<file path="src/rtl/lcd_controller_pkg.sv">
// Shared definitions for the LCD sequencer: FSM states, register offsets,
// LCD control encodings and the FIFO entry layout.
package lcd_controller_pkg;

  typedef enum logic [2:0] {
    ST_IDLE  = 3'd0,
    ST_SETUP = 3'd1,
    ST_PULSE = 3'd2,
    ST_HOLD  = 3'd3,
    ST_WAIT  = 3'd4
  } lcd_state_e;

  // Register offsets within the peripheral window
  localparam logic [1:0] LCD_OFF_DATA   = 2'd0;
  localparam logic [1:0] LCD_OFF_CMD    = 2'd1;
  localparam logic [1:0] LCD_OFF_STATUS = 2'd2;
  localparam logic [1:0] LCD_OFF_CLR    = 2'd3;

  // {RS, RW}; RW is always 0 since the controller only writes
  localparam logic [1:0] LCD_CTRL_DATA = 2'b10;
  localparam logic [1:0] LCD_CTRL_CMD  = 2'b00;

  // One queued transfer: rs=1 for data, rs=0 for command
  typedef struct packed {
    logic       rs;
    logic [7:0] data;
  } lcd_entry_t;

  localparam int unsigned LCD_ENTRY_W = $bits(lcd_entry_t);

  function automatic int unsigned max2(input int unsigned a, input int unsigned b);
    return (a > b) ? a : b;
  endfunction

endpackage

</file>
<file path="src/rtl/lcd_controller_sync_fifo.sv">
// Single-clock FIFO with power-of-two depth; push is ignored when full,
// pop is ignored when empty, and fullness is judged before a same-edge pop.
module sync_fifo #(
  parameter int unsigned WIDTH = 9,
  parameter int unsigned DEPTH = 4
) (
  input  logic                     clk,
  input  logic                     rst_n,
  input  logic                     i_push,
  input  logic                     i_pop,
  input  logic [WIDTH-1:0]         i_wdata,
  output logic [WIDTH-1:0]         o_rdata_c,
  output logic                     o_full_c,
  output logic                     o_empty_c,
  output logic [$clog2(DEPTH):0]   o_count_c
);

  localparam int unsigned AW = $clog2(DEPTH);
  localparam int unsigned CW = AW + 1;

  logic [WIDTH-1:0] r_mem [DEPTH];
  logic [AW-1:0]    r_wr_ptr;
  logic [AW-1:0]    r_rd_ptr;
  logic [CW-1:0]    r_count;
  logic             w_do_push;
  logic             w_do_pop;

  assign o_full_c  = (r_count == CW'(DEPTH));
  assign o_empty_c = (r_count == '0);
  assign o_count_c = r_count;
  assign o_rdata_c = r_mem[r_rd_ptr];

  assign w_do_push = i_push & ~o_full_c;
  assign w_do_pop  = i_pop & ~o_empty_c;

  // Storage array; contents only matter while counted as occupied
  always_ff @(posedge clk) begin
    if (w_do_push) begin
      r_mem[r_wr_ptr] <= i_wdata;
    end
  end

  // Pointers wrap naturally because DEPTH is a power of two
  always_ff @(posedge clk or negedge rst_n) begin
    if (!rst_n) begin
      r_wr_ptr <= '0;
      r_rd_ptr <= '0;
      r_count  <= '0;
    end else begin
      if (w_do_push) begin
        r_wr_ptr <= r_wr_ptr + AW'(1);
      end
      if (w_do_pop) begin
        r_rd_ptr <= r_rd_ptr + AW'(1);
      end
      case ({w_do_push, w_do_pop})
        2'b10:   r_count <= r_count + CW'(1);
        2'b01:   r_count <= r_count - CW'(1);
        default: r_count <= r_count;
      endcase
    end
  end

endmodule

</file>
<file path="src/rtl/lcd_controller.sv">
// Memory-mapped character-LCD sequencer: CPU writes are queued and replayed
// as setup / enable pulse / hold / busy-wait transfers on the LCD pins.
module lcd_controller
  import lcd_controller_pkg::*;
#(
  parameter int unsigned DEPTH            = 4,
  parameter int unsigned SETUP_CYCLES     = 1,
  parameter int unsigned PULSE_CYCLES     = 2,
  parameter int unsigned HOLD_CYCLES      = 1,
  parameter int unsigned DATA_WAIT_CYCLES = 2,
  parameter int unsigned CMD_WAIT_CYCLES  = 40
) (
  input  logic        clk,
  input  logic        rst_n,
  input  logic        wenable,
  input  logic [1:0]  addr,
  input  logic [7:0]  wdata,
  output logic [31:0] rdata,
  output logic [7:0]  lcd_data,
  output logic [1:0]  lcd_ctrl,
  output logic        lcd_enable
);

  localparam int unsigned CW      = $clog2(DEPTH) + 1;
  localparam int unsigned MAX_CYC = max2(max2(max2(SETUP_CYCLES, PULSE_CYCLES),
                                              max2(HOLD_CYCLES, DATA_WAIT_CYCLES)),
                                         CMD_WAIT_CYCLES);
  localparam int unsigned CTR_W   = $clog2(MAX_CYC + 1);

  // Down-counter reload values: a state lasting N cycles loads N-1
  localparam logic [CTR_W-1:0] LD_SETUP = CTR_W'(SETUP_CYCLES - 1);
  localparam logic [CTR_W-1:0] LD_PULSE = CTR_W'(PULSE_CYCLES - 1);
  localparam logic [CTR_W-1:0] LD_HOLD  = CTR_W'(HOLD_CYCLES - 1);
  localparam logic [CTR_W-1:0] LD_DWAIT = CTR_W'(DATA_WAIT_CYCLES - 1);
  localparam logic [CTR_W-1:0] LD_CWAIT = CTR_W'(CMD_WAIT_CYCLES - 1);

  lcd_state_e       r_state;
  lcd_state_e       w_state_nxt;
  logic [CTR_W-1:0] r_cnt;
  logic [CTR_W-1:0] w_cnt_nxt;
  logic [7:0]       r_lcd_data;
  logic [7:0]       w_lcd_data_nxt;
  logic [1:0]       r_lcd_ctrl;
  logic [1:0]       w_lcd_ctrl_nxt;
  logic             r_lcd_enable;
  logic             w_lcd_enable_nxt;
  logic             r_ovf;

  logic             w_push;
  logic             w_pop;
  logic             w_clr;
  logic             w_full;
  logic             w_empty;
  logic [CW-1:0]    w_count;
  lcd_entry_t       w_push_entry;
  lcd_entry_t       w_head;
  logic             w_busy;

  // Bus decode: offsets 0/1 enqueue, offset 3 clears overflow, offset 2 is read-only
  assign w_push = wenable & ((addr == LCD_OFF_DATA) | (addr == LCD_OFF_CMD));
  assign w_clr  = wenable & (addr == LCD_OFF_CLR);
  assign w_push_entry = '{rs: ~addr[0], data: wdata};

  sync_fifo #(
    .WIDTH (LCD_ENTRY_W),
    .DEPTH (DEPTH)
  ) u_fifo (
    .clk       (clk),
    .rst_n     (rst_n),
    .i_push    (w_push),
    .i_pop     (w_pop),
    .i_wdata   (w_push_entry),
    .o_rdata_c (w_head),
    .o_full_c  (w_full),
    .o_empty_c (w_empty),
    .o_count_c (w_count)
  );

  // Sticky overflow: a push against a full FIFO sets it, offset 3 clears it
  always_ff @(posedge clk or negedge rst_n) begin
    if (!rst_n) begin
      r_ovf <= 1'b0;
    end else if (w_push && w_full) begin
      r_ovf <= 1'b1;
    end else if (w_clr) begin
      r_ovf <= 1'b0;
    end
  end

  // FSM state, phase counter and registered LCD pins
  always_ff @(posedge clk or negedge rst_n) begin
    if (!rst_n) begin
      r_state      <= ST_IDLE;
      r_cnt        <= '0;
      r_lcd_data   <= '0;
      r_lcd_ctrl   <= '0;
      r_lcd_enable <= 1'b0;
    end else begin
      r_state      <= w_state_nxt;
      r_cnt        <= w_cnt_nxt;
      r_lcd_data   <= w_lcd_data_nxt;
      r_lcd_ctrl   <= w_lcd_ctrl_nxt;
      r_lcd_enable <= w_lcd_enable_nxt;
    end
  end

  // Next-state logic; each phase exits when its counter reaches zero
  always_comb begin
    w_state_nxt      = r_state;
    w_cnt_nxt        = (r_cnt != '0) ? (r_cnt - CTR_W'(1)) : '0;
    w_lcd_data_nxt   = r_lcd_data;
    w_lcd_ctrl_nxt   = r_lcd_ctrl;
    w_lcd_enable_nxt = r_lcd_enable;
    w_pop            = 1'b0;

    case (r_state)
      ST_IDLE: begin
        if (!w_empty) begin
          w_pop          = 1'b1;
          w_lcd_data_nxt = w_head.data;
          w_lcd_ctrl_nxt = w_head.rs ? LCD_CTRL_DATA : LCD_CTRL_CMD;
          w_cnt_nxt      = LD_SETUP;
          w_state_nxt    = ST_SETUP;
        end
      end
      ST_SETUP: begin
        if (r_cnt == '0) begin
          w_lcd_enable_nxt = 1'b1;
          w_cnt_nxt        = LD_PULSE;
          w_state_nxt      = ST_PULSE;
        end
      end
      ST_PULSE: begin
        if (r_cnt == '0) begin
          w_lcd_enable_nxt = 1'b0;
          w_cnt_nxt        = LD_HOLD;
          w_state_nxt      = ST_HOLD;
        end
      end
      ST_HOLD: begin
        if (r_cnt == '0) begin
          w_cnt_nxt   = r_lcd_ctrl[1] ? LD_DWAIT : LD_CWAIT;
          w_state_nxt = ST_WAIT;
        end
      end
      ST_WAIT: begin
        if (r_cnt == '0) begin
          if (!w_empty) begin
            w_pop          = 1'b1;
            w_lcd_data_nxt = w_head.data;
            w_lcd_ctrl_nxt = w_head.rs ? LCD_CTRL_DATA : LCD_CTRL_CMD;
            w_cnt_nxt      = LD_SETUP;
            w_state_nxt    = ST_SETUP;
          end else begin
            w_state_nxt = ST_IDLE;
          end
        end
      end
      default: begin
        w_state_nxt      = ST_IDLE;
        w_lcd_enable_nxt = 1'b0;
      end
    endcase
  end

  assign w_busy = (r_state != ST_IDLE) | (w_count != '0);

  // Status word, combinational from current register state
  always_comb begin
    rdata           = '0;
    rdata[0]        = w_busy;
    rdata[1]        = w_full;
    rdata[2]        = r_ovf;
    rdata[8 +: CW]  = w_count;
  end

  assign lcd_data   = r_lcd_data;
  assign lcd_ctrl   = r_lcd_ctrl;
  assign lcd_enable = r_lcd_enable;

endmodule
</file>
<file path="config.mk">
export PLATFORM = sky130hd
export DESIGN_NAME = lcd_controller
export DESIGN_NICKNAME = d
export VERILOG_FILES = /design/src/rtl/lcd_controller_pkg.sv /design/src/rtl/lcd_controller_sync_fifo.sv /design/src/rtl/lcd_controller.sv
export SDC_FILE = /design/constraint.sdc
export NUM_CORES = 1
export LEC_CHECK = 0
export ABC_CLOCK_PERIOD_IN_PS = 3100
export CAP_MARGIN = 20
export CORE_AREA = 2 2 75 84
export CTS_CLUSTER_DIAMETER = 100
export DETAILED_ROUTE_END_ITERATION = 7
export DIE_AREA = 0 0 77 86
export PLACE_DENSITY = 0.88
export SLEW_MARGIN = 0
export SYNTH_ARGS = -nofsm -noshare
export SYNTH_HDL_FRONTEND = slang
export SYNTH_SLANG_ARGS = --single-unit
</file>
<file path="constraint.sdc">
create_clock -name clk -period 3.1 [get_ports clk]
set_clock_uncertainty 0.2 [all_clocks]
set_input_delay 0.31 -clock clk [delete_from_list [all_inputs] [get_ports clk]]
set_output_delay 0.31 -clock clk [all_outputs]
set_load 0.02 [all_outputs]
</file>
# Word-level counts from Yosys, hierarchy flattened
# Memories as Yosys holds them, arrays and structs flattened.
# Cells that the tools add are included.
dict set report totals {
  reg_bits 28
  latch_bits 0
  ramBits 36
  rom_bits 0
  in_bits 13
  output_inout_bits 43
  word_cells 87
  n_memories 1
}
# name words width read_ports rd_ports_with_merged_regs wr line
set mem_list {}
lappend mem_list {u_fifo.r_mem 4 9 1 0 1 lcd_controller_sync_fifo.sv:21} ;# logic [WIDTH-1:0] r_mem [DEPTH];
dict set report classes {
  addsub 5
  mul 0
  div 0
  n_lt_le_gt_ge 0
  n_eq_ne 14
  n_shift 0
  muxes 33
  bitwise_logic 10
  reduce_logical 15
}
# operator count
set op_table {}
lappend op_table {{$mux W6} 7}
lappend op_table {{$pmux W6 S5} 1}
lappend op_table {{$mux W8} 2}
lappend op_table {{$pmux W8 S2} 1}
lappend op_table {{$mux W3} 5}
lappend op_table {{$pmux W3 S5} 1}
lappend op_table {{$ne A2 B2 Y1 const B} 5}
lappend op_table {{$mux W1} 9}
lappend op_table {{$eq A3 B2 Y1 const B} 2}
lappend op_table {{$eq A3 B3 Y1 const B} 2}
lappend op_table {{$logic_not A3 Y1} 2}
lappend op_table {{$logic_not A6 Y1} 1}
lappend op_table {{$mux W2} 3}
lappend op_table {{$pmux W3 S2} 1}
lappend op_table {{$reduce_bool A2 Y1} 3}
lappend op_table {{$reduce_bool A3 Y1} 2}
lappend op_table {{$reduce_bool A6 Y1} 1}
lappend op_table {{$sub A6 B1 Y6 const B} 1}
lappend op_table {{$reduce_and A5 Y1} 1}
lappend op_table {{$add A2 B1 Y2 const B} 2}
lappend op_table {{$and A1 B1 Y1} 4}
lappend op_table {{$eq A2 B1 Y1 const B} 2}
lappend op_table {{$eq A2 B2 Y1 const B} 2}
lappend op_table {{$not A1 Y1} 4}
lappend op_table {{12 further kinds} 13}

# Longest topological paths before layout
# Gate-level depths: netlist of run 1.
dict set report logic_depth {
  ltp_word 7
  depth_mapped 13
  ltp_nobuf 12
}

# Hierarchy
# Synthesis of run 1 repeated with hierarchy kept, for this count alone.
dict set report unflattened {
  cells_unflattened 206
  hier_area_um2 2987.9
}
# module instances cells_each area_per_inst_um2 seq_area_each_um2
set by_module_without_submodules {}
lappend by_module_without_submodules {sync_fifo 1 84 1739.2 1256.2}
lappend by_module_without_submodules {lcd_controller 1 122 1248.7 500.5}

# Worst setup path before layout of run 1
# OpenSTA, ideal clock, no wires.
dict set report synth_path {
  path_kind {reg-to-reg}
  start {register r_cnt[0]}
  end {register u_fifo.r_count[2], in the netlist u_fifo.o_count_c[2]}
  setup_time_ps 80
  arrival_time_ps 2346
  t_required_ps 2820
  path_slack_ps 474
  stages_incl_launch_ff 14
  path_buffers 1
  synth_period_minus_slack_ps 2626
  cell_sequence {dfrtp_1 > inv_1 > ha_1 > and2b_1 > a21boi_2 > nand3b_4 > buf_6 > inv_1 > ha_1 > inv_1 > fa_1 > xor2_1 > nor2_1 > xor2_1}
}
dict set report synth_via {
  elab_chain_cells 6
  word_cells_on_any_way 8
  cone_classes {eq/ne (2); mux (3); bitwise (1); reduce/logical (2)}
}
# item line
set synth_lines {}
lappend synth_lines {{start: declaration} lcd_controller.sv:39} ;# logic [CTR_W-1:0] r_cnt;
lappend synth_lines {{start signal: assignment} lcd_controller.sv:100} ;# r_cnt <= w_cnt_nxt;
lappend synth_lines {{$logic_not A6 Y1 *} lcd_controller.sv:147} ;# if (r_cnt == '0) begin
lappend synth_lines {{$mux W1 *} lcd_controller.sv:147}
lappend synth_lines {{$pmux W1 S2 *} lcd_controller.sv:116} ;# case (r_state)
lappend synth_lines {{$and A1 B1 Y1 *} lcd_controller_sync_fifo.sv:34} ;# assign w_do_pop = i_pop & ~o_empty_c;
lappend synth_lines {{named net u_fifo.w_do_pop} lcd_controller_sync_fifo.sv:26} ;# logic w_do_pop;
lappend synth_lines {{$eq A2 B1 Y1 or $eq A2 B2 Y1 (tied branches)} lcd_controller_sync_fifo.sv:56} ;# case ({w_do_push, w_do_pop})
lappend synth_lines {{$pmux W3 S2 or $reduce_bool A2 Y1 (tied branches)} n/a}
lappend synth_lines {{end signal: assignment} lcd_controller_sync_fifo.sv:57} ;# 2'b10: r_count <= r_count + CW'(1);
lappend synth_lines {{end signal: assignment} lcd_controller_sync_fifo.sv:58} ;# 2'b01: r_count <= r_count - CW'(1);
lappend synth_lines {{end signal: assignment} lcd_controller_sync_fifo.sv:59} ;# default: r_count <= r_count;
lappend synth_lines {{end: declaration} lcd_controller_sync_fifo.sv:24} ;# logic [CW-1:0] r_count;
# The timed path passes the listed nets; every way through them passes the cells marked *.
# A chain may end at the register's enable or synchronous reset.

# Final worst setup path of run 1
# Ends and elaborated chain as after synthesis.

==> results by group, run 1 <==
Outcome
  • Run status: finished, final reports clean

Clocking
  • # resized after CTS: 0
  • Clock sink total: 63
  • CTS max path bufs: 2
  • Reg clk slew, reported paths: 70 ps
  • CTS Buf Count: 9
  • CTS root buf: clkbuf_8
  • CTS H-tree depth: 3
  • Setup Buffers After CTS: 0
  • Skew-Pair Late Insertion Delay: between 300 and 400 ps
  • TritonCTS clock tree: built
  • CTS hold repair buffers: 0

Logic synthesis
  • EDFF count, synth: 36
  • Mux share of post-synthesis cell area: between 10% and 20%
  • Post-synth top area share: about 37%
  • Synth Area in Compound Gates: between 3 and 4%
  • Seq cells post-synth: 63
  • Yosys warning total: 0
  • Gate Count Post-Synth: around 200
  • Synth async-reset ratio: a little over two fifths
  • Synth Area in XOR/XNOR: 2.70%
  • Top-count cell post-synth: edfxtp_1
  • Top FF cell, synth: edfxtp_1
  • Mean post-synth cell area: ~14 µm²
  • Largest area contributor in the netlist: edfxtp_1
  • Mapped cell area: between 2000 and 3000 µm²
  • Main combinational cell family by area after synthesis: multiplexers
  • Synth top area cells: edfxtp_1 (37%), dfrtp_1 (23%), buf_4 (7.7%)
  • Distinct cells, synth: 41
  • Adder-cell share of the synthesized area: under 10%
  • Top cells by count, synth: edfxtp_1 (36), buf_4 (30), dfrtp_1 (27), nor2_1 (12), inv_1 (11)
  • Register area share after synthesis: 60.1%
  • Simple-gate portion of the synthesized area: between 8 and 9%

Detailed routing
  • Number of remaining DRC errors: 0
  • Antenna Nets Post-Route: 0
  • DR WL/cell: between 10 and 15 µm
  • TritonRoute pass-1 iters: 5
  • Via density: between 4 and 5
  • Detailed-route via count: approximately 1600
  • Routed wire length: roughly 4600 µm
  • Iteration-0 DRC Markers: 44

Timing
  • Max Clk Rate: about 370 MHz
  • Slew Viols, Final: 0
  • Relative slew slack: 54.8%
  • Setup TNS: 0 ps
  • Least-Margin Pin Slew: 678 ps
  • WHS: approximately 140 ps
  • RSZ-0062 raised after global routing: no
  • Final Hold Viols: 0
  • Final WS setup: just under 400 ps
  • Fin crit period: 2710 ps
  • Fin crit share: between 80% and 90%
  • # setup viols final: 0

Setup path
  • R2r startpoint: r_cnt[0]
  • Critical path buffer and inverter count: 3
  • CP arrival: 2770 ps
  • Worst setup startpoint: r_cnt[0]
  • CP Launch Type: flop
  • Critical path's top delay family: adder cells
  • CP max stage delay: roughly 410 ps
  • Crit. End Element: flop
  • Slowest cell on crit path: dfrtp_1
  • Required @ worst endpoint: between 3000 and 4000 ps
  • CP Cell Sequence: inv_1, ha_1, and2b_1, a21boi_2, nand3b_4, inv_1, ha_1, inv_1, fa_1, xor2_1, nor2_1, xor2_1
  • CP max FO: 7
  • Kind of critical path: flop to flop
  • Most common cell on crit path: inv_1

Finish
  • Area Overhead vs Synth: 14.8%
  • FILL cells: ~440
  • # nets final: around 260
  • Core Util, Final: approximately three fifths
  • Fin cells: ~320
  • Design area: 3350 µm²
  • # diodes: 0
  • Fraction of layout cells with a size suffix above 1: roughly 17%

Placement
  • GP Congestion: roughly 0.8
  • Placed cells: a little over 300
  • Cell Area, Placed: approximately 3200 µm²
  • Input/output buffers: 28
  • Pre-CTS setup slack: 411 ps
  • DP Wirelength: roughly 3200 µm

GRT
  • Vias in the first global route: approximately 1600
  • First-pass GRT wire length: about 7600 µm
  • Global route overflow: 0
  • All-Layer GR Usage: between 10% and 20%
  • Largest net degree at the start of global routing: 28
  • Antenna violations before repair: 0

Floorplanning
  • Die X: ~77 µm
  • Initial core utilization: 51.0%
  • Core Region: roughly 5700 µm²
  • Die Y: about 86 µm
  • Num rows: 29
  • Die ar.: approximately 6600 µm²
  • Top Ports: 56

Pwr
  • Max rail drop VDD: approximately 0.00063 V
  • Power density over the cells: slightly below 1000 nW/µm²
  • Pwr Total: around 3.3 mW
  • P_leak: 1.36 nW

Worst hold path
  • Hold Crit Class: input pin to asynchronous set/reset pin

Run
  • Max-Cap Viols: 0
==> cells in the final DEF (no fill, tap or decap), types with 3 or more instances in the layout <==
master | synthesis | routed
a21oi_1 | 5 | 5
and2_1 | 4 | 4
buf_4 | 30 | 3
clkbuf_8 | 0 | 9
clkdlybuf4s50_1 | 0 | 28
clkinv_2 | 0 | 3
conb_1 | 1 | 27
dfrtp_1 | 27 | 27
edfxtp_1 | 36 | 36
ha_1 | 6 | 6
inv_1 | 11 | 11
mux2_2 | 3 | 3
mux2_4 | 7 | 7
mux4_2 | 9 | 9
nand2_1 | 8 | 8
nand3_1 | 3 | 3
nor2_1 | 12 | 12
o21ai_0 | 4 | 4
xnor2_1 | 5 | 5
xor2_1 | 4 | 4
==> flip-flops by register name, summed over array words and instances (netlist names) <==
name,flops
r_state,3
u_fifo.o_count_c,3
lcd_data,8
lcd_enable,1
u_fifo.r_rd_ptr,2
lcd_ctrl,1
u_fifo.r_wr_ptr,2
u_fifo.r_mem,36
r_cnt,6
r_ovf,1
==> worst paths after layout <==
path | endpoint | slack [ps] | cells past startpoint
max | u_fifo.o_count_c[2] | 390 | 12
min reg2reg | lcd_data[6] | 310 | 1
min in group clk | lcd_data[6] | 310 | 1
max in group asynchronous | r_cnt[1] | 2280 | 2
max reg2reg | u_fifo.o_count_c[2] | 390 | 12
min | lcd_data[4] | 140 | 2
==> worst reg2reg max path, cell delays in order (launching register included) <==
cell and delay, ps:
dfrtp_1 410, inv_1 70, ha_1 230, and2b_1 300, a21boi_2 120, nand3b_4 180
inv_1 70, ha_1 180, inv_1 60, fa_1 370, xor2_1 170, nor2_1 120
xor2_1 170
==> power breakdown <==
group | internal [mW] | switching, mW | total (mW)
clock | 0.368 | 0.307 | 0.675
combinational | 0.660 | 0.604 | 1.26
sequential | 1.12 | 0.234 | 1.36
total | 2.15 | 1.15 | 3.30
==> cell families (layout without fill, tap and decap cells) <==
| group | Yosys count | after routing |
|---|---|---|
| xor+xnor | 9 | 9 |
| simple gates | 41 | 41 |
| compound gates | 17 | 17 |
| other cells | 1 | 27 |
| fa+ha+maj | 7 | 7 |
| flops | 63 | 63 |
| buf+inv | 46 | 58 |
| mux | 19 | 19 |
==> layout make-up <==
class                           count  area, µm²  share of cell area [%]
Sequential cell                    63       1760                    52.4
Multi-Input combinational cell    120        968                    28.9
Clock inverter                      6       61.3                    1.83
Inverter                           11       41.3                    1.23
Clock buffer                       10        128                    3.80
Timing Repair Buffer               31        303                    9.03
Tap cell                           77       96.3                    2.87
==> routing by layer <==
layer / track usage, % / up-vias / routed length, µm
met2: 26.4 / 53 / 2430
met5: 0 / - / 0
met1: 16.5 / 768 / 1810
met4: 9.42 / 0 / 142
li1: - / 729 / -
met3: 5.79 / 16 / 247
(Power assumes the default switching activity.)
==> run 2, diff against run 1 <==
--- a/config.mk
+++ b/config.mk
@@ -7,11 +7,12 @@
 export LEC_CHECK = 0
 export ABC_CLOCK_PERIOD_IN_PS = 3100
 export CAP_MARGIN = 20
-export CORE_AREA = 2 2 75 84
+export CORE_AREA = 2 2 73 82
 export CTS_CLUSTER_DIAMETER = 100
 export DETAILED_ROUTE_END_ITERATION = 7
-export DIE_AREA = 0 0 77 86
-export PLACE_DENSITY = 0.88
+export DIE_AREA = 0 0 75 84
+export DONT_BUFFER_PORTS = 1
+export PLACE_DENSITY = 0.79
 export SLEW_MARGIN = 0
 export SYNTH_ARGS = -nofsm -noshare
 export SYNTH_HDL_FRONTEND = slang
==> results by group, run 2 (synthesis results as in run 1) <==
Timing
  • Final WS setup: 422 ps (+31.4 ps)
  • Fin crit share: 86.4% (-1.0 points)
  • Setup TNS: 0 ps (unchanged)
  • Fin crit period: 2680 ps (-31.4 ps)
  • Slew Viols, Final: 0 (unchanged)
  • Final Hold Viols: 0 (unchanged)
  • RSZ-0062 raised after global routing: no
  • Max Clk Rate: 373 MHz (+1.2%)
  • # setup viols final: 0 (unchanged)
  • Least-Margin Pin Slew: 656 ps (-21.8 ps)
  • Relative slew slack: 56.3% (+1.5 points)
  • WHS: 131 ps (-8.20 ps)

Clocking
  • Reg clk slew, reported paths: 70 ps (about the same)
  • CTS max path bufs: 2 (unchanged)
  • TritonCTS clock tree: built
  • Clock sink total: 63 (unchanged)
  • CTS root buf: clkbuf_8
  • Skew-Pair Late Insertion Delay: 330 ps (about the same)
  • CTS Buf Count: 9 (unchanged)
  • CTS H-tree depth: 3 (unchanged)

Finish
  • Most flop-heavy register: u_fifo.r_mem
  • Core Util, Final: 57.9% (-0.57 points)
  • Reg area: 1760 µm² (unchanged)
  • Area of the multi-input gates: 968 µm² (unchanged)
  • Fraction of layout cells with a size suffix above 1: 18.8% (+1.3 points)
  • FILL cells: 440 (+0.23%)
  • Max reg flops: 36 (unchanged)
  • Area Overhead vs Synth: 10.1%
  • # diodes: 0 (unchanged)
  • Most frequent cells in the layout: edfxtp_1 (36), conb_1 (27), dfrtp_1 (27)
  • # nets final: 239 (-6.6%)
  • Commonest non-fill, non-tap cell in the layout: edfxtp_1

GRT
  • Vias in the first global route: 1460 (-9.6%)
  • First-pass GRT wire length: 7000 µm (-7.6%)
  • Largest net degree at the start of global routing: 28 (unchanged)
  • Antenna violations before repair: 0 (unchanged)
  • Global route overflow: 0 (unchanged)
  • All-Layer GR Usage: 15.3% (-0.23 points)

Floorplanning
  • Top Ports: 56 (unchanged)
  • Die ar.: 6300 µm² (-4.9%)
  • Initial core utilization: 52.6% (+1.7 points)
  • Die X: 75 µm (-2.6%)
  • Die Y: 84 µm (-2.3%)
  • Num rows: 29 (unchanged)
  • Core Region: 5550 µm² (-3.2%)

Pwr
  • Pwr Total: 3.13 mW (-5.0%)
  • P_leak: 1.31 nW (-4.0%)
  • Max rail drop VDD: 0.000484 V (-23%)
  • Power density over the cells: 973 nW/µm² (-0.91%)

Setup path
  • Kind of critical path: flop to flop
  • Required @ worst endpoint: 3150 ps (about the same)
  • CP Cell Sequence: inv_1, ha_1, and2b_1, a21boi_2, nand3b_4, inv_1, ha_1, inv_1, fa_1, xor2_1, nor2_1, xor2_1
  • Most common cell on crit path: inv_1
  • CP Launch Type: flop
  • Crit. End Element: flop
  • CP max FO: 7 (unchanged)
  • CP arrival: 2730 ps (-40 ps)
  • Slowest cell on crit path: dfrtp_1
  • CP max stage delay: 400 ps (about the same)

Detailed routing
  • Wl on met1: 1770 µm (-2.2%)
  • DR WL/cell: 14.5 µm (-0.10%)
  • Detailed-route via count: 1458 (-6.9%)
  • TritonRoute pass-1 iters: 4 (-1)
  • Routed wire length: 4380 µm (-5.4%)
  • Wire length on met2: 2260 µm (-6.8%)
  • Number of remaining DRC errors: 0 (unchanged)
  • Via density: 4.84 (-1.6%)
  • Iteration-0 DRC Markers: 54 (+23%)
  • Antenna Nets Post-Route: 0 (unchanged)
  • Top layer in use: met4
  • WL met3: 253 µm (+2.4%)

Placement
  • Input/output buffers: 0 (-100%)
  • DP Wirelength: 2860 µm (-10%)
  • GP Congestion: 0.796 (-2.4%)
  • Pre-CTS setup slack: 441 ps (+30.4 ps)

Run
  • Max-Cap Viols: 0 (unchanged)

Worst hold path
  • Hold Crit Class: input pin to flop

Outcome
  • Run status: finished, final reports clean
run 2: cell types whose count changed in the layout (fill, tap and decap cells not counted), moves of 2 or more:
cell	before	now
clkdlybuf4s50_1	28	0
dlygate4sd3_1	0	12
buf_4	3	1
clkinv_2	3	1
run 2: metal layers:
metal	global-route usage, %	vias to the layer above
li1	-	695
met1	18.8	714
met2	23.6	41
met3	5.43	8
met4	7.31	0
met5	0	-
run 2: worst paths after layout:
check                           cells after the start  slack [ps]             endpoint      from
worst min register to register                      1         330             r_cnt[5]  r_cnt[5]
worst max-delay path                               12         420  u_fifo.o_count_c[2]  r_cnt[0]
max in group asynchronous                           2        2320   u_fifo.r_rd_ptr[0]     rst_n
worst min-delay path                                2         130   u_fifo.r_wr_ptr[0]   wenable
worst max register to register                     12         420  u_fifo.o_count_c[2]  r_cnt[0]
min in group asynchronous                           2         220           lcd_enable     rst_n
run 2: worst max-delay path: cells and delay by family, from the launching register on:
kind / cells / cell delay, ps
adders and majority gates: 3 / 770
and+or+nand+nor: 3 / 570
DFF: 1 / 400
xor gates and xnor gates: 2 / 320
buffers and inverters: 3 / 200
AOI/OAI and AO/OA: 1 / 110
run 2: final cells by class:
cell class / instances / share of cell area (%)
clock buffers: 10 / 4.28
flip-flops and latches: 63 / 54.6
clock inverters: 6 / 2.14
repair buffers: 14 / 4.59
inverters: 11 / 1.28
multi-input cells: 120 / 30.1
well taps: 77 / 2.99
run 2: what timing repair did:
item                      in CTS  in global routing
setup buffers                  0                  0
hold buffers                  13                  0
hold endpoints to repair      65                  0
resized for setup              0                  0
run 2: power breakdown:
part	total [mW]	internal (mW)	switching, mW	leakage [nW]
clock	0.713	0.397	0.316	0.103
combinational	0.940	0.498	0.442	0.558
sequential	1.48	1.12	0.359	0.646
total	3.13	2.01	1.12	1.31
run 2: per-stage QoR:
stage / instance area [µm²] / std cells
3_3_place_gp: 2870 / 272
4_1_cts: 3220 / 301
6_report: 3220 / 301
5_1_grt: 3220 / 301
3_5_place_dp: 2870 / 272
2_1_floorplan: 3020 / 229
==> run 3, diff against run 2 <==
--- a/config.mk
+++ b/config.mk
@@ -5,12 +5,13 @@
 export SDC_FILE = /design/constraint.sdc
 export NUM_CORES = 1
 export LEC_CHECK = 0
+export ABC_AREA = 1
 export ABC_CLOCK_PERIOD_IN_PS = 3100
 export CAP_MARGIN = 20
-export CORE_AREA = 2 2 73 82
+export CORE_AREA = 2 2 87 72
 export CTS_CLUSTER_DIAMETER = 100
 export DETAILED_ROUTE_END_ITERATION = 7
-export DIE_AREA = 0 0 75 84
+export DIE_AREA = 0 0 89 74
 export DONT_BUFFER_PORTS = 1
 export PLACE_DENSITY = 0.79
 export SLEW_MARGIN = 0
==> results by group, run 3 <==
Setup path
  • Required @ worst endpoint: 3150 ps (about the same)
  • CP max FO: 12 (+5)
  • CP arrival: 2890 ps (+160 ps)
  • Reg2Reg Depth: 15 (+3)
  • CP Launch Type: flop
  • Crit. End Element: flop
  • Kind of critical path: flop to flop

Pwr
  • P_leak: 1.55 nW (+19%)
  • Pint: 2.03 mW (+0.94%)
  • P_sw: 1.47 mW (+31%)
  • Reg power frac: 41.5% (-5.7 points)
  • Power density over the cells: 1030 nW/µm² (+6.0%)
  • Comb pwr share: 37.1% (+7.1 points)
  • Max rail drop VDD: 0.000518 V (+7.0%)
  • Switching share of power: 41.9% (+6.2 points)
  • Clk pwr share: 21.5% (-1.3 points)

Finish
  • Commonest non-fill, non-tap cell in the layout: nand2_1
  • Most frequent cells in the layout: nand2_1 (63), edfxtp_1 (36), nor2_1 (32)
  • # nets final: 346 (+45%)
  • Most flop-heavy register: u_fifo.r_mem
  • Area of the multi-input gates: 1010 µm² (+4.3%)
  • Fraction of layout cells with a size suffix above 1: 11.5% (-7.3 points)
  • Area Overhead vs Synth: 10.4%
  • Design area: 3390 µm² (+5.4%)
  • # diodes: 0 (unchanged)
  • Max reg flops: 36 (unchanged)
  • Reg area: 1760 µm² (unchanged)
  • FILL cells: 458 (+4.1%)

GRT
  • All-Layer GR Usage: 18.3% (+3.0 points)
  • Largest net degree at the start of global routing: 28 (unchanged)
  • Global route overflow: 0 (unchanged)
  • Antenna violations before repair: 0 (unchanged)
  • Vias in the first global route: 1801 (+23%)
  • First-pass GRT wire length: 8690 µm (+24%)

Floorplanning
  • Initial core utilization: 53.3% (+0.72 points)
  • Core Region: 5760 µm² (+3.7%)
  • Die ar.: 6590 µm² (+4.5%)
  • Die X: 89 µm (+19%)
  • Top Ports: 56 (unchanged)
  • Num rows: 25 (-14%)
  • Die Y: 74 µm (-12%)

Logic synthesis
  • Seq cells post-synth: 63 (unchanged)
  • Distinct cells, synth: 31 (-24%)
  • Largest area contributor in the netlist: edfxtp_1
  • Yosys warning total: 0 (unchanged)
  • Top-count cell post-synth: nand2_1
  • Top FF cell, synth: edfxtp_1
  • Synth top area cells: edfxtp_1 (35%), dfrtp_1 (22%), nand2_1 (7.7%)
  • Synth async-reset ratio: 42.9% (unchanged)
  • Register area share after synthesis: 57.2% (-2.9 points)
  • EDFF count, synth: 36 (unchanged)
  • Top cells by count, synth: nand2_1 (63), edfxtp_1 (36), nor2_1 (32), inv_1 (31), buf_4 (30)
  • Gate Count Post-Synth: 310 (+53%)
  • Post-synth top area share: 35.2% (-1.8 points)
  • Mapped cell area: 3070 µm² (+5.1%)
  • Mean post-synth cell area: 9.90 µm² (-31%)

Run
  • Max-Cap Viols: 0 (unchanged)

Clocking
  • Clock sink total: 63 (unchanged)
  • CTS Buf Count: 9 (unchanged)
  • Setup Buffers After CTS: 0 (unchanged)
  • TritonCTS clock tree: built
  • CTS H-tree depth: 3 (unchanged)
  • Skew-Pair Late Insertion Delay: 330 ps (about the same)
  • Reg clk slew, reported paths: 60 ps (about the same)
  • CTS max path bufs: 2 (unchanged)
  • CTS root buf: clkbuf_8

Detailed routing
  • Routed wire length: 5390 µm (+23%)
  • Detailed-route via count: 1987 (+36%)
  • DR WL/cell: 13.1 µm (-10%)
  • TritonRoute pass-1 iters: 4 (unchanged)
  • Antenna Nets Post-Route: 0 (unchanged)
  • Iteration-0 DRC Markers: 203 (+280%)
  • Via density: 4.82 (-0.43%)
  • Number of remaining DRC errors: 0 (unchanged)

Timing
  • Final WS setup: 263 ps (-159 ps)
  • Slew Viols, Final: 0 (unchanged)
  • Fin crit period: 2840 ps (+159 ps)
  • Max Clk Rate: 353 MHz (-5.6%)
  • Least-Margin Pin Slew: 614 ps (-42.1 ps)
  • # setup viols final: 0 (unchanged)
  • Fin crit share: 91.5% (+5.1 points)
  • Final Hold Viols: 0 (unchanged)
  • Relative slew slack: 59.0% (+2.8 points)

Placement
  • Cell Area, Placed: 3020 µm² (+5.1%)
  • GP Congestion: 0.873 (+9.7%)
  • Pre-CTS setup slack: 183 ps (-258 ps)
  • Input/output buffers: 0 (unchanged)
  • DP Wirelength: 3730 µm (+30%)

Worst hold path
  • Hold Crit Class: input pin to flop
  • Hold path depth: 2 (unchanged)

Outcome
  • Run status: finished, final reports clean
## run 3: changes by cell type in the layout (fill, tap and decap cells not counted), sizes merged, moves of 9 or more
cell,before,now
inv,12,33
mux2,10,0
mux4,9,0
nand2,8,69
nand3,3,14
nor2,12,36
o21ai,4,26
o22ai,0,9
## run 3: worst paths after layout
check / startpoint / endpoint / slack, ps
max: r_cnt[0] / u_fifo.o_count_c[2] / 260
min: wenable / u_fifo.r_wr_ptr[0] / 40
max reg2reg: r_cnt[0] / u_fifo.o_count_c[2] / 260
min reg2reg: r_cnt[0] / r_cnt[0] / 360
max in group asynchronous: rst_n / lcd_data[6] / 2340
min in group asynchronous: rst_n / u_fifo.o_count_c[0] / 210
## run 3: worst max-delay path, stage by stage, from the launching register on
cell	delay, ps
dfrtp_1	380
inv_1	110
ha_1	190
inv_1	60
nor2_1	200
nand3_4	180
nand2_2	110
nand2_2	180
clkinv_4	150
ha_1	170
inv_1	70
fa_1	380
nor2_1	120
nor2_1	40
nand2_1	70
xor2_1	150
## run 3: cell type report
type | count | share of cell area [%]
Clock inverter | 2 | 1.03
Tap cell | 81 | 2.99
Timing Repair Buffer | 17 | 5.02
Multi-Input combinational cell | 201 | 29.8
Sequential cell | 63 | 51.8
Inverter | 34 | 3.91
Clock buffer | 14 | 5.43
## run 3: what timing repair did
item | CTS | global route
hold endpoints to repair | 64 | 0
gates resized for setup | 0 | 3
endpoints found under the setup margin | 0 | 1
hold buffers | 13 | 0
## run 3: cells by family after synthesis
| group | count (synthesis) | synth area share [%] |
|---|---|---|
| xor gates and xnor gates | 5 | 1.67 |
| adders and majority gates | 7 | 3.10 |
| AOI/OAI and AO/OA | 39 | 7.09 |
| buffers and inverters | 72 | 13.3 |
| DFF | 63 | 57.2 |
| other | 1 | 0.122 |
| and+or+nand+nor | 123 | 17.5 |
## run 3: power by group through the flow
stage	clock network [mW]	registers, mW	logic [mW]
finish	0.750	1.45	1.30
global route	0.811	1.48	1.51
CTS	0.773	1.45	1.29
detailed placement	0	1.46	1.25
global placement	0	1.46	1.20
floorplan	0	1.35	1.16
## run 3: routing by layer
layer,track usage (%),up-vias,share of wire [%]
li1,-,984,-
met1,25.0,930,45
met2,27.4,69,47
met3,7.77,4,7.2
met4,4.98,0,0.59
met5,0,-,0
## run 3: metrics by stage
stage	utilization (%)	TNS (ps)	std cells	power (mW)	hold slack [ps]
final	58.9	0	412	3.50	38.3
after global routing	58.9	-0.277	412	3.81	32.6
after CTS	58.7	0	412	3.51	20.8
after detailed placement	52.4	0	383	2.71	-185
after global placement	52.4	0	383	2.66	-185
after floorplan	-	0	336	2.52	-186
